### config.mk
export PLATFORM = sky130hd
export DESIGN_NAME = alu_bist
export DESIGN_NICKNAME = d
export VERILOG_FILES = /design/src/rtl/alu_bist.sv
export SDC_FILE = /design/constraint.sdc
export NUM_CORES = 1
export LEC_CHECK = 0
export CAP_MARGIN = 10
export CORE_MARGIN = 4
export CORE_UTILIZATION = 54
export CTS_CLUSTER_SIZE = 10
export DETAILED_ROUTE_END_ITERATION = 10
export PLACE_DENSITY = 0.9
export SYNTH_ARGS = -nofsm -noshare
export SYNTH_HDL_FRONTEND = slang
export SYNTH_SLANG_ARGS = --single-unit
export TNS_END_PERCENT = 100
### constraint.sdc
create_clock -name clk -period 6.8 [get_ports clk]
set_clock_uncertainty 0.2 [all_clocks]
set_input_delay 2.04 -clock clk [delete_from_list [all_inputs] [get_ports clk]]
set_output_delay 2.04 -clock clk [all_outputs]
set_load 0.02 [all_outputs]
### src/rtl/alu_bist.sv
// Built-in self-test sequencer for the 32-bit alu: drives LFSR operands for every
// ctrl code, folds each response into a MISR and compares it with a golden signature.
module alu_bist #(
  parameter int unsigned VECS_PER_OP = 16,
  parameter logic [31:0] SEED_A      = 32'h0000_0001,
  parameter logic [31:0] SEED_B      = 32'hACE1_2468,
  parameter logic [31:0] GOLDEN_SIG  = 32'h0000_0000
) (
  input  logic        clk,
  input  logic        rst,
  input  logic        start,
  output logic        busy,
  output logic        done,
  output logic        pass,
  output logic [31:0] signature,
  output logic [31:0] alu_a,
  output logic [31:0] alu_b,
  output logic [3:0]  alu_ctrl,
  input  logic [31:0] alu_res,
  input  logic        alu_cout,
  input  logic        alu_over,
  input  logic        alu_zero
);

  localparam logic [31:0] lfsr_poly = 32'h8020_0003;
  localparam logic [31:0] misr_poly = 32'h04C1_1DB7;
  localparam logic [15:0] last_vec  = 16'(VECS_PER_OP - 1);
  localparam logic [3:0]  last_op   = 4'd8;

  typedef enum logic [1:0] {IDLE, RUN, DONE} state_t;

  function automatic logic [31:0] lfsr_step(input logic [31:0] x);
    return (x >> 1) ^ (x[0] ? lfsr_poly : 32'h0);
  endfunction

  function automatic logic [3:0] op_ctrl(input logic [3:0] idx);
    case (idx)
      4'd0:    return 4'b0010;  // add
      4'd1:    return 4'b0110;  // sub
      4'd2:    return 4'b0000;  // and
      4'd3:    return 4'b0001;  // or
      4'd4:    return 4'b0011;  // xor
      4'd5:    return 4'b0111;  // slt
      4'd6:    return 4'b0101;  // sltu
      4'd7:    return 4'b1000;  // sll
      4'd8:    return 4'b1001;  // srl
      default: return 4'b0000;
    endcase
  endfunction

  // Shift ops only see a 5-bit amount, so the upper operand bits are forced to zero.
  function automatic logic [31:0] shape_b(input logic [31:0] raw, input logic [3:0] ctrl);
    return (ctrl == 4'b1000 || ctrl == 4'b1001) ? {27'b0, raw[4:0]} : raw;
  endfunction

  state_t      state_q, state_d;
  logic [31:0] lfsr_b_q, lfsr_b_d;
  logic [3:0]  op_q, op_d;
  logic [15:0] vec_q, vec_d;
  logic [31:0] alu_a_d, alu_b_d, sig_d, misr_next;
  logic [3:0]  alu_ctrl_d;
  logic        busy_d, done_d, pass_d;

  assign misr_next = {signature[30:0], 1'b0} ^ (signature[31] ? misr_poly : 32'h0)
                   ^ alu_res ^ {29'b0, alu_cout, alu_over, alu_zero};

  // NOTE: every variable gets a default at the top of always_comb so no path leaves
  // it unassigned; otherwise synthesis would infer a latch to hold the old value.
  always_comb begin
    state_d    = state_q;
    alu_a_d    = alu_a;
    lfsr_b_d   = lfsr_b_q;
    alu_b_d    = alu_b;
    alu_ctrl_d = alu_ctrl;
    op_d       = op_q;
    vec_d      = vec_q;
    sig_d      = signature;
    busy_d     = busy;
    done_d     = done;
    pass_d     = pass;
    case (state_q)
      IDLE, DONE: begin
        if (start) begin
          state_d    = RUN;
          alu_a_d    = SEED_A;
          lfsr_b_d   = SEED_B;
          op_d       = 4'd0;
          vec_d      = 16'd0;
          alu_ctrl_d = op_ctrl(4'd0);
          alu_b_d    = shape_b(SEED_B, alu_ctrl_d);
          sig_d      = 32'h0;
          busy_d     = 1'b1;
          done_d     = 1'b0;
          pass_d     = 1'b0;
        end
      end
      RUN: begin
        sig_d    = misr_next;
        alu_a_d  = lfsr_step(alu_a);
        lfsr_b_d = lfsr_step(lfsr_b_q);
        if (vec_q == last_vec) begin
          vec_d = 16'd0;
          if (op_q == last_op) begin
            op_d    = 4'd0;
            state_d = DONE;
            busy_d  = 1'b0;
            done_d  = 1'b1;
            pass_d  = (misr_next == GOLDEN_SIG);
          end else begin
            op_d = op_q + 4'd1;
          end
        end else begin
          vec_d = vec_q + 16'd1;
        end
        alu_ctrl_d = op_ctrl(op_d);
        alu_b_d    = shape_b(lfsr_b_d, alu_ctrl_d);
      end
      default: state_d = IDLE;
    endcase
  end

  // NOTE: sequential state uses non-blocking assignments so every register samples
  // the values from before the edge, independent of statement order.
  always_ff @(posedge clk) begin
    if (rst) begin
      state_q   <= IDLE;
      alu_a     <= 32'h0;
      lfsr_b_q  <= 32'h0;
      alu_b     <= 32'h0;
      alu_ctrl  <= 4'b0000;
      op_q      <= 4'd0;
      vec_q     <= 16'd0;
      signature <= 32'h0;
      busy      <= 1'b0;
      done      <= 1'b0;
      pass      <= 1'b0;
    end else begin
      state_q   <= state_d;
      alu_a     <= alu_a_d;
      lfsr_b_q  <= lfsr_b_d;
      alu_b     <= alu_b_d;
      alu_ctrl  <= alu_ctrl_d;
      op_q      <= op_d;
      vec_q     <= vec_d;
      signature <= sig_d;
      busy      <= busy_d;
      done      <= done_d;
      pass      <= pass_d;
    end
  end

endmodule

==> summary.md, run 1 <==
| Metric | Value |
|---|---|
| Status | `completed` |
| Core region area | `about 11,000 um2` |
| GRT Total Usage | `25.9%` |
| Hold buffers post-CTS | `0` |
| Clock Latency Late Sink | `420 ps` |
| Critical R2R Capture | `alu_b[14]` |
| Max_slew headroom | `~25%` |
| Max_cap viols | `0` |
| CP peak stage delay | `about 1100 ps` |
| Top delay family on crit path | `simple AND/OR/NAND/NOR gates` |
| Cell Area, Synth | `~6300 um2` |
| Crit path buffers/inverters | `1` |
| Antenna violations before repair | `0` |
| Worst reg2reg startpoint | `vec_q[7]` |
| H-tree depth | `4` |
| HPWL after DPL | `between 10,000 and 15,000 um` |
| Unrepaired setup endpoints after global routing | `false` |
| Reg2reg path depth | `11` |
| Max clock buf depth | `2` |
| Nets | `around 850` |
| First-pass GRT wire length | `roughly 28,000 um` |
| Final number of hold-violating endpoints | `0` |
| Relative area change from synthesis to final layout | `32.1%` |
| Root buf cell | `clkbuf_16` |
| Worst-path maximum fanout | `26` |
| Synth Instances | `about 690` |
| Cell Rows | `39` |
| Via count | `5,667` |
| DIE AREA | `between 10,000 and 15,000 um2` |
| Global route overflow | `0` |
| Diode count | `0` |
| Final setup vio count | `0` |
| Initial DRC Count | `about 600` |
| Post-Layout Inst Area | `around 8300 um2` |
| Clk pin slew, worst setup/hold paths | `~60 ps` |
| Hold WC Path Type | `register to register` |
| Final ANT Viol Nets | `0` |
| Synthesized area per cell | `between 9 and 10 um2` |
| CP startpoint | `start` |
| Worst hold slack | `approximately 270 ps` |
| # Post-CTS Setup Buffers | `0` |
| FF-to-FF setup slack | `~2500 ps` |
| Yosys warns | `0` |
| Peak VDD IR | `around 170 uV` |
| Design Power | `2210 uW` |
| Post-DR vias/cell | `5.92` |
| Number of global-route vias before repair | `5,699` |
| Worst-margin pin slew | `approximately 1100 ps` |
| Fmax | `approximately 210 MHz` |
| WHS Path Cells | `2` |
| Die width | `116 um` |
| WS Path Type | `primary input to register` |
| Fin crit share | `between 60% and 70%` |
| Chip height | `about 120 um` |
| DR WL/cell | `approximately 18 um` |
| Pin count of the biggest net entering global routing | `89` |
| CP endpoint | `alu_b[14]` |
| Total nets after synthesis | `approximately 740` |
| Final-layout fill cell count | `780` |
| Total wire length | `between 15,000 and 20,000 um` |
| Top FF cell, synth | `dfxtp_1` |
| CTS Buf Count | `17` |
| Crit path required time | `6960 ps` |
| EDFF count, synth | `0` |
| Drt drc | `0` |
| CTS tree | `yes` |
| Share of the yosys chip area belonging to registers | `around half` |
| Post-placement cell area | `~7700 um2` |
| CP max-delay cell | `nor2_1` |
| Total clock sinks | `152` |
| Reg area | `a little over 3000 um2` |
| Post-CTS sizing | `0` |
| CP Cell Sequence | `clkdlybuf4s50_1 -> nand2b_1 -> nand2_1 -> nor2_1 -> a22o_1` |
| Worst Setup End Kind | `register` |
| Max Slew Vio Count | `0` |
| RD Place Congestion | `0.944` |
| Initial Util | `a little under three fifths` |
| Num ports | `around 140` |
| Post-route minimum period | `4650 ps` |
| Synthesis-stage register bit count | `152` |
| Power per cell area | `266 nW/um2` |
| PortBufs | `140` |
| Multi-input logic area | `roughly 3000 um2` |
| Ys async rst share | `0%` |
| Leakage | `0.00314 uW` |
| Setup crit start kind | `primary input` |
| DR pass1 iterations | `5` |
| Share of post-route cells with drive strength above 1 | `6.51%` |
| Fin Setup TNS | `0 ps` |
| Worst path arrival time | `approximately 4800 ps` |
| Netlist cell types | `56` |
| Critical path depth | `5` |
## final cells by class
class                   instances  share of cell area [%]
clock buffers                  18                    5.27
well taps                     143                    2.15
repair buffers                147                    17.6
clock inverters                14                    2.07
inverters                       6                   0.270
flip-flops and latches        152                    36.5
multi-input cells             477                    36.2
## power breakdown
part | switching [uW] | internal, uW | total (uW)
combinational | 167 | 119 | 286
sequential | 32.6 | 927 | 960
clock | 378 | 589 | 967
total | 578 | 1640 | 2210
## per-stage QoR
stage	setup slack, ps	std cells	utilization, %
finish	2150	957	73.0
global route	2000	957	73.0
CTS	2190	956	72.8
detailed placement	1780	924	67.5
global placement	2010	924	67.5
floorplan	3110	692	-
## flip-flops by register name (all words and copies together) (netlist names)
name,count
alu_b,32
op_q,4
alu_a,32
busy,1
pass,1
state_q,2
signature,32
done,1
vec_q,16
alu_ctrl,4
lfsr_b_q,27
## cells in the final DEF (no fill, tap or decap), types with 3 or more instances in the layout
cell type	count
inv_1	6
o32ai_1	3
a31oi_1	6
o21a_1	7
nor2_1	127
nand2_1	30
xor2_1	46
bufinv_16	3
buf_4	7
nand4_1	3
clkdlybuf4s50_1	139
nand3_1	15
a21oi_1	24
clkinvlp_4	5
nor2b_1	5
nand2b_1	3
and3_1	6
nor4_1	5
a22o_1	15
clkbuf_16	17
ha_1	7
o22ai_1	3
xnor2_1	19
o21ai_0	14
nor3_1	7
a22oi_1	86
inv_6	3
or3_1	6
dfxtp_1	152
## worst min-delay path by stage
stage | to | startpoint | slack [ps]
after floorplan | lfsr_b_q[27] | lfsr_b_q[27] | 240
after global placement | done | done | 250
after detailed placement | alu_ctrl[2] | alu_ctrl[2] | 250
after CTS | alu_ctrl[2] | alu_ctrl[2] | 270
after global routing | alu_b[11] | alu_b[11] | 290
final | alu_ctrl[2] | alu_ctrl[2] | 270
## synthesized netlist by cell type, types with 4 or more instances
cell type / n / area share (%)
xnor2_1: 19 / 2.6
nor2b_1: 6 / 0.60
o21ai_0: 14 / 1.1
o21a_1: 7 / 0.83
nand2_1: 30 / 1.8
nor2_1: 128 / 7.6
clkbuf_1: 45 / 2.7
nand3_1: 15 / 1.2
dfxtp_1: 152 / 48
buf_1: 4 / 0.24
a31oi_1: 6 / 0.60
inv_1: 6 / 0.36
or3_1: 6 / 0.60
buf_4: 5 / 0.60
xor2_1: 46 / 6.4
ha_1: 7 / 1.4
nor3_1: 7 / 0.56
and3_1: 6 / 0.60
a21oi_1: 24 / 1.9
a22o_1: 15 / 2.1
a22oi_1: 86 / 10
nor4_1: 5 / 0.50
## kinds of logic (layout without fill, tap and decap cells)
logic type / Yosys count / count (layout) / synth area share [%]
DFF: 152 / 152 / 48.2
adders and majority gates: 7 / 7 / 1.39
and+or+nand+nor: 223 / 223 / 15.9
buffers and inverters: 63 / 185 / 4.21
xor gates and xnor gates: 65 / 65 / 9.03
muxes: 3 / 3 / 0.516
AOI/OAI and AO/OA: 179 / 179 / 20.7
## layer usage
| layer | vias up | part of all wire [%] | track usage, % |
|---|---|---|---|
| met4 | 0 | 2.7 | 10.4 |
| met5 | - | 0 | 0 |
| met2 | 254 | 49 | 42.4 |
| li1 | 2646 | - | - |
| met3 | 45 | 6.7 | 6.32 |
| met1 | 2722 | 42 | 32.8 |
## worst reg2reg max path: stages, from the launching register on
cell and delay, ps:
dfxtp_1 350, or4_4 570, or4_1 700, mux2_2 380
inv_1 120, ha_1 270, nor2b_1 170, a221oi_1 110
o211ai_1 250, a221oi_2 120, a211oi_4 680, a22o_1 280
Power figures use the tool's default switching activity.
==> run 2, diff against run 1 <==
--- a/config.mk
+++ b/config.mk
@@ -7,10 +7,10 @@
 export LEC_CHECK = 0
 export CAP_MARGIN = 10
 export CORE_MARGIN = 4
-export CORE_UTILIZATION = 54
+export CORE_UTILIZATION = 50
 export CTS_CLUSTER_SIZE = 10
 export DETAILED_ROUTE_END_ITERATION = 10
-export PLACE_DENSITY = 0.9
+export PLACE_DENSITY = 0.84
 export SYNTH_ARGS = -nofsm -noshare
 export SYNTH_HDL_FRONTEND = slang
 export SYNTH_SLANG_ARGS = --single-unit
==> constraint.sdc (replaced) <==
create_clock -name clk -period 4.3 [get_ports clk]
set_clock_uncertainty 0.2 [all_clocks]
set_input_delay 1.29 -clock clk [delete_from_list [all_inputs] [get_ports clk]]
set_output_delay 1.29 -clock clk [all_outputs]
set_load 0.02 [all_outputs]
==> run 2 against run 1 <==
  * Total power increased by 52%
  * Critical endpoint is now alu_b[21]
  * Sequential cell count is the same
  * Clock-buffer cell count increased by 3
  * Largest power group is now sequential cells
  * Via count shrank 1.3%
==> summary.md, run 2 (synthesis gave the netlist of run 1 again) <==
| Metric | Value |
|---|---|
| CP startpoint | `vec_q[4]` |
| FF-to-FF setup slack | `250 ps` |
| Final setup vio count | `0` |
| Most frequent cells in the layout | `dfxtp_1, clkdlybuf4s50_1, nor2_1` |
| RD Place Congestion | `0.920` |
| Pin count of the biggest net entering global routing | `58` |
| Drt drc | `0` |
| Worst Setup End Kind | `register` |
| Fin util | `68.7%` |
| Setup crit start kind | `register` |
| # Post-CTS Setup Buffers | `0` |
| GRT Total Usage | `23.3%` |
| Total wire length | `between 15,000 and 20,000 um` |
| Worst path arrival time | `4130 ps` |
| Clock Latency Late Sink | `420 ps` |
| Peak VDD IR | `200 uV` |
| PortBufs | `140` |
| Hold buffers post-CTS | `0` |
| Worst-margin pin slew | `around 1100 ps` |
| H-tree depth | `4` |
| CP endpoint | `alu_b[21]` |
| Root buf cell | `clkbuf_16` |
| Leakage | `0.00315 uW` |
| CP max-delay cell | `or4_1` |
| DR WL/cell | `approximately 17 um` |
| DR pass1 iterations | `5` |
| Post-DR vias/cell | `roughly 5.7` |
| Fmax | `between 200 and 250 MHz` |
| Core region area | `about 12,000 um2` |
| Diode count | `0` |
| HPWL after DPL | `11,200 um` |
| Worst reg2reg startpoint | `vec_q[4]` |
| Cell Rows | `40` |
| Number of global-route vias before repair | `5,657` |
| Fin crit share | `between 90% and 100%` |
| Max Slew Vio Count | `0` |
| DIE AREA | `14,500 um2` |
| Chip height | `between 100 and 150 um` |
| Crit path required time | `around 4400 ps` |
| Worst-path maximum fanout | `10` |
| DP Cell Count | `around 950` |
| Nets | `around 850` |
| Worst hold slack | `between 200 and 300 ps` |
| First-pass GRT wire length | `roughly 28,000 um` |
| CP peak stage delay | `710 ps` |
| Max_cap viols | `0` |
| Clk pin slew, worst setup/hold paths | `roughly 60 ps` |
| CP Cell Sequence | `or4_4 -> or4_1 -> mux2_2 -> inv_1 -> ha_1 -> nor2b_1 -> a221oi_1 -> o211ai_1 -> a221oi_2 -> a21o_1 -> a21oi_1` |
| Post-route minimum period | `just over 4000 ps` |
| Crit path buffers/inverters | `1` |
| Max_slew headroom | `just under 30%` |
| Relative area change from synthesis to final layout | `32.4%` |
| Antenna violations before repair | `0` |
| Post-CTS sizing | `0` |
| Final number of hold-violating endpoints | `0` |
| Via count | `about 5.6k` |
| Critical R2R Capture | `alu_b[21]` |
| Final ANT Viol Nets | `0` |
| Power per cell area | `a little over 400 nW/um2` |
| Status | `completed` |
| Fin Setup TNS | `0 ps` |
| WS Path Type | `register to register` |
| Non-Filler Instances | `a little under 1k` |
| Total clock sinks | `between 150 and 200` |
| Most common cell after layout, fill and taps aside | `dfxtp_1` |
| Num ports | `between 100 and 150` |
| Initial Util | `51.9%` |
| Share of post-route cells with drive strength above 1 | `a little under 7%` |
| Critical path depth | `11` |
| Die width | `approximately 120 um` |
| CTS tree | `yes` |
| Top delay family on crit path | `simple AND/OR/NAND/NOR gates` |
| Global route overflow | `0` |
| Max clock buf depth | `2` |
| Initial DRC Count | `~400` |
| Reg2reg path depth | `11` |
| Top flop regs | `alu_a: 32 flops, alu_b: 32 flops, signature: 32 flops` |
| Hold WC Path Type | `register to register` |
| Unrepaired setup endpoints after global routing | `false` |
| CTS Buf Count | `17` |
## run 2: cell count changes in the layout (fill, tap and decap cells not counted)
cell        before  now
buf_4            7   12
clkinv_4         1    2
inv_6            3    1
clkinvlp_4       5    3
clkbuf_8         1    2
bufinv_16        3    1
clkbuf_1         0    2
clkinv_2         2    4
## run 2: worst register-to-register path, delay by kind of cell, from the launching register on
| kind | cells | cell delay, ps |
|---|---|---|
| buf+inv | 1 | 90 |
| simple gates | 3 | 1320 |
| compound gates | 5 | 1320 |
| mux | 1 | 330 |
| fa+ha+maj | 1 | 330 |
| flops | 1 | 350 |
## run 2: routing by layer
metal	share of wire, %	GRT usage, %	vias up
li1	-	-	2674
met1	43	29.9	2669
met2	49	38.0	220
met3	6.1	5.85	32
met4	1.8	8.78	0
met5	0	0	-
## run 2: where the power goes
part           internal (uW)  switching (uW)  leakage [uW]
clock network            825             573      0.000269
logic                    191             260       0.00164
registers               1470            51.3       0.00124
total                   2480             885       0.00315
## run 2: worst min-delay path by stage
stage          slack, ps  depth (start not counted)            to         start
2_1_floorplan        240                          1  lfsr_b_q[27]  lfsr_b_q[27]
3_5_place_dp         260                          1  lfsr_b_q[27]  lfsr_b_q[27]
6_report             270                          2   alu_ctrl[2]   alu_ctrl[2]
5_1_grt              280                          1     alu_b[20]     alu_b[20]
3_3_place_gp         250                          2          done          done
4_1_cts              270                          2   alu_ctrl[2]   alu_ctrl[2]
## run 2: stage by stage
stage	area, um2	total power, uW	setup WS [ps]
2_1_floorplan	6310	1810	611
6_report	8350	3370	246
5_1_grt	8350	3480	90.8
4_1_cts	8330	3370	147
3_3_place_gp	7770	1980	274
3_5_place_dp	7770	1990	167
## run 2: area by class of cell
type / instances / area [um2]
Fill cell: 900 / 3810
Clock buffer: 21 / 460
Tap cell: 168 / 210
Timing Repair Buffer: 152 / 1500
Inverter: 6 / 22.5
Clock inverter: 11 / 98.8
Sequential cell: 152 / 3040
Multi-Input combinational cell: 477 / 3010
==> run 3, diff against run 2 <==
--- a/config.mk
+++ b/config.mk
@@ -5,12 +5,12 @@
 export SDC_FILE = /design/constraint.sdc
 export NUM_CORES = 1
 export LEC_CHECK = 0
-export CAP_MARGIN = 10
+export CAP_MARGIN = 25
 export CORE_MARGIN = 4
-export CORE_UTILIZATION = 50
+export CORE_UTILIZATION = 40
 export CTS_CLUSTER_SIZE = 10
 export DETAILED_ROUTE_END_ITERATION = 10
-export PLACE_DENSITY = 0.84
+export PLACE_DENSITY = 0.71
 export SYNTH_ARGS = -nofsm -noshare
 export SYNTH_HDL_FRONTEND = slang
 export SYNTH_SLANG_ARGS = --single-unit
==> run 3 against run 2 <==
  * Setup slack better by 56 ps
  * Sequential cell count unchanged
  * Routed wire length down 3.3%
  * Worst hold slack worse by 10 ps
  * Critical path type unchanged
  * Highest routed layer unchanged
==> summary.md, run 3 (synthesis gave the netlist of run 1 again) <==
| Metric | Value |
|---|---|
| Final-layout fill cell count | `approximately 1.4k` |
| Top delay family on crit path | `compound AO/OA/AOI/OAI gates` |
| Total clock sinks | `around 150` |
| RD Place Congestion | `between 0.8 and 0.9` |
| Final ANT Viol Nets | `0` |
| Top flop regs | `alu_a: 32 flops, alu_b: 32 flops, signature: 32 flops` |
| GRT Total Usage | `between 10% and 20%` |
| Max_cap viols | `0` |
| Die width | `134 um` |
| Max Slew Vio Count | `0` |
| Post-DR vias/cell | `~5.3` |
| WHS Path Cells | `2` |
| DR WL/cell | `between 15 and 20 um` |
| WS Path Type | `register to register` |
| Final number of hold-violating endpoints | `0` |
| Met2 usage | `28.8%` |
| Global route overflow | `0` |
| DR pass1 iterations | `5` |
| Number of global-route vias before repair | `5,237` |
| DIE AREA | `between 15,000 and 20,000 um2` |
| GRT met1 Usage | `a little under a quarter` |
| Initial DRC Count | `around 440` |
| Antenna violations before repair | `0` |
| Worst-path maximum fanout | `17` |
| Num ports | `141` |
| Fin Setup TNS | `0 ps` |
| Crit path buffers/inverters | `1` |
| Drt drc | `0` |
| Design Power | `~3500 uW` |
| Clk pin slew, worst setup/hold paths | `60 ps` |
| Worst Setup End Kind | `register` |
| Share of post-route cells with drive strength above 1 | `6.83%` |
| Diode count | `0` |
| Leakage | `0.00319 uW` |
| Via count | `between 5k and 6k` |
| Status | `completed` |
| Unrepaired setup endpoints after global routing | `false` |
| DP Cell Count | `~1.0k` |
| Fmax | `250 MHz` |
| Peak VDD IR | `~260 uV` |
| Max clock buf depth | `2` |
| CP Cell Sequence | `or4_4 -> or4_1 -> mux2_2 -> inv_1 -> ha_1 -> nor2b_1 -> a221oi_1 -> o211ai_1 -> a221oi_2 -> a211oi_4 -> a22o_1` |
| Worst-margin pin slew | `820 ps` |
| Post-CTS sizing | `0` |
| Crit path required time | `~4500 ps` |
| Initial Util | `about 40%` |
| CP max-delay cell | `a211oi_4` |
| Most frequent cells in the layout | `dfxtp_1, clkdlybuf4s50_1, nor2_1` |
| Most used routing layer | `met2` |
| Non-Filler Instances | `about 1.0k` |
| Chip height | `between 100 and 150 um` |
| Pin count of the biggest net entering global routing | `65` |
| Critical path depth | `11` |
| Root buf cell | `clkbuf_16` |
| Core region area | `around 15,000 um2` |
| Fin crit share | `roughly 93%` |
| Hold WC Path Type | `register to register` |
| Relative area change from synthesis to final layout | `34.4%` |
| CTS tree | `yes` |
| Post-route minimum period | `~4000 ps` |
| Met3 Usage GRT | `under 10%` |
| Cell Rows | `45` |
| CP peak stage delay | `approximately 660 ps` |
| HPWL after DPL | `about 11,000 um` |
| Max_slew headroom | `between 40% and 50%` |
| First-pass GRT wire length | `between 20,000 and 30,000 um` |
| PortBufs | `140` |
| Reg2reg path depth | `11` |
| Worst path arrival time | `about 4200 ps` |
| Hold buffers post-CTS | `0` |
| Nets | `about 850` |
| # Post-CTS Setup Buffers | `0` |
| Most common cell after layout, fill and taps aside | `dfxtp_1` |
| CTS Buf Count | `17` |
| Power per cell area | `~410 nW/um2` |
| H-tree depth | `4` |
| Fin util | `a little under three fifths` |
| Setup crit start kind | `register` |
| Final setup vio count | `0` |
| Clock Latency Late Sink | `roughly 410 ps` |
| Total wire length | `~16,000 um` |
run 3: path summary, 6_finish.rpt:
path	start	end	slack, ps
max	vec_q[7]	alu_b[12]	300
min	done	done	260
max reg2reg	vec_q[7]	alu_b[12]	300
min reg2reg	done	done	260
run 3: cell type report:
| class | count | area [um2] | share of cell area [%] |
|---|---|---|---|
| inverter | 6 | 22.5 | 0.266 |
| clock inverter | 8 | 146 | 1.73 |
| clock buffer | 22 | 464 | 5.48 |
| sequential | 152 | 3040 | 35.9 |
| tap | 211 | 264 | 3.11 |
| timing repair buffer | 155 | 1520 | 18.0 |
| multi-input combinational | 477 | 3010 | 35.6 |
run 3: routing by layer:
layer	up-vias	wire length, um
met1	2566	7230
met4	0	121
met2	164	7650
met5	-	0
li1	2673	-
met3	14	1250
run 3: tightest hold or removal path, delay by kind of cell, from the launching register on:
family	cells	cell delay, ps
flops	1	310
simple gates	1	50
compound gates	1	50
run 3: power by group:
| group | switching (uW) | total, uW | internal, uW |
|---|---|---|---|
| sequential | 48.5 | 1520 | 1470 |
| combinational | 261 | 456 | 194 |
| clock | 550 | 1540 | 995 |
| total | 860 | 3520 | 2660 |
run 3: per-stage QoR:
| stage | setup WS, ps | area [um2] | hold slack [ps] |
|---|---|---|---|
| 6_report | 301 | 8480 | 255 |
| 5_1_grt | 112 | 8480 | 278 |
| 4_1_cts | 286 | 8480 | 260 |
| 3_5_place_dp | 287 | 7870 | 253 |
| 3_3_place_gp | 376 | 7870 | 245 |
| 2_1_floorplan | 611 | 6310 | 241 |
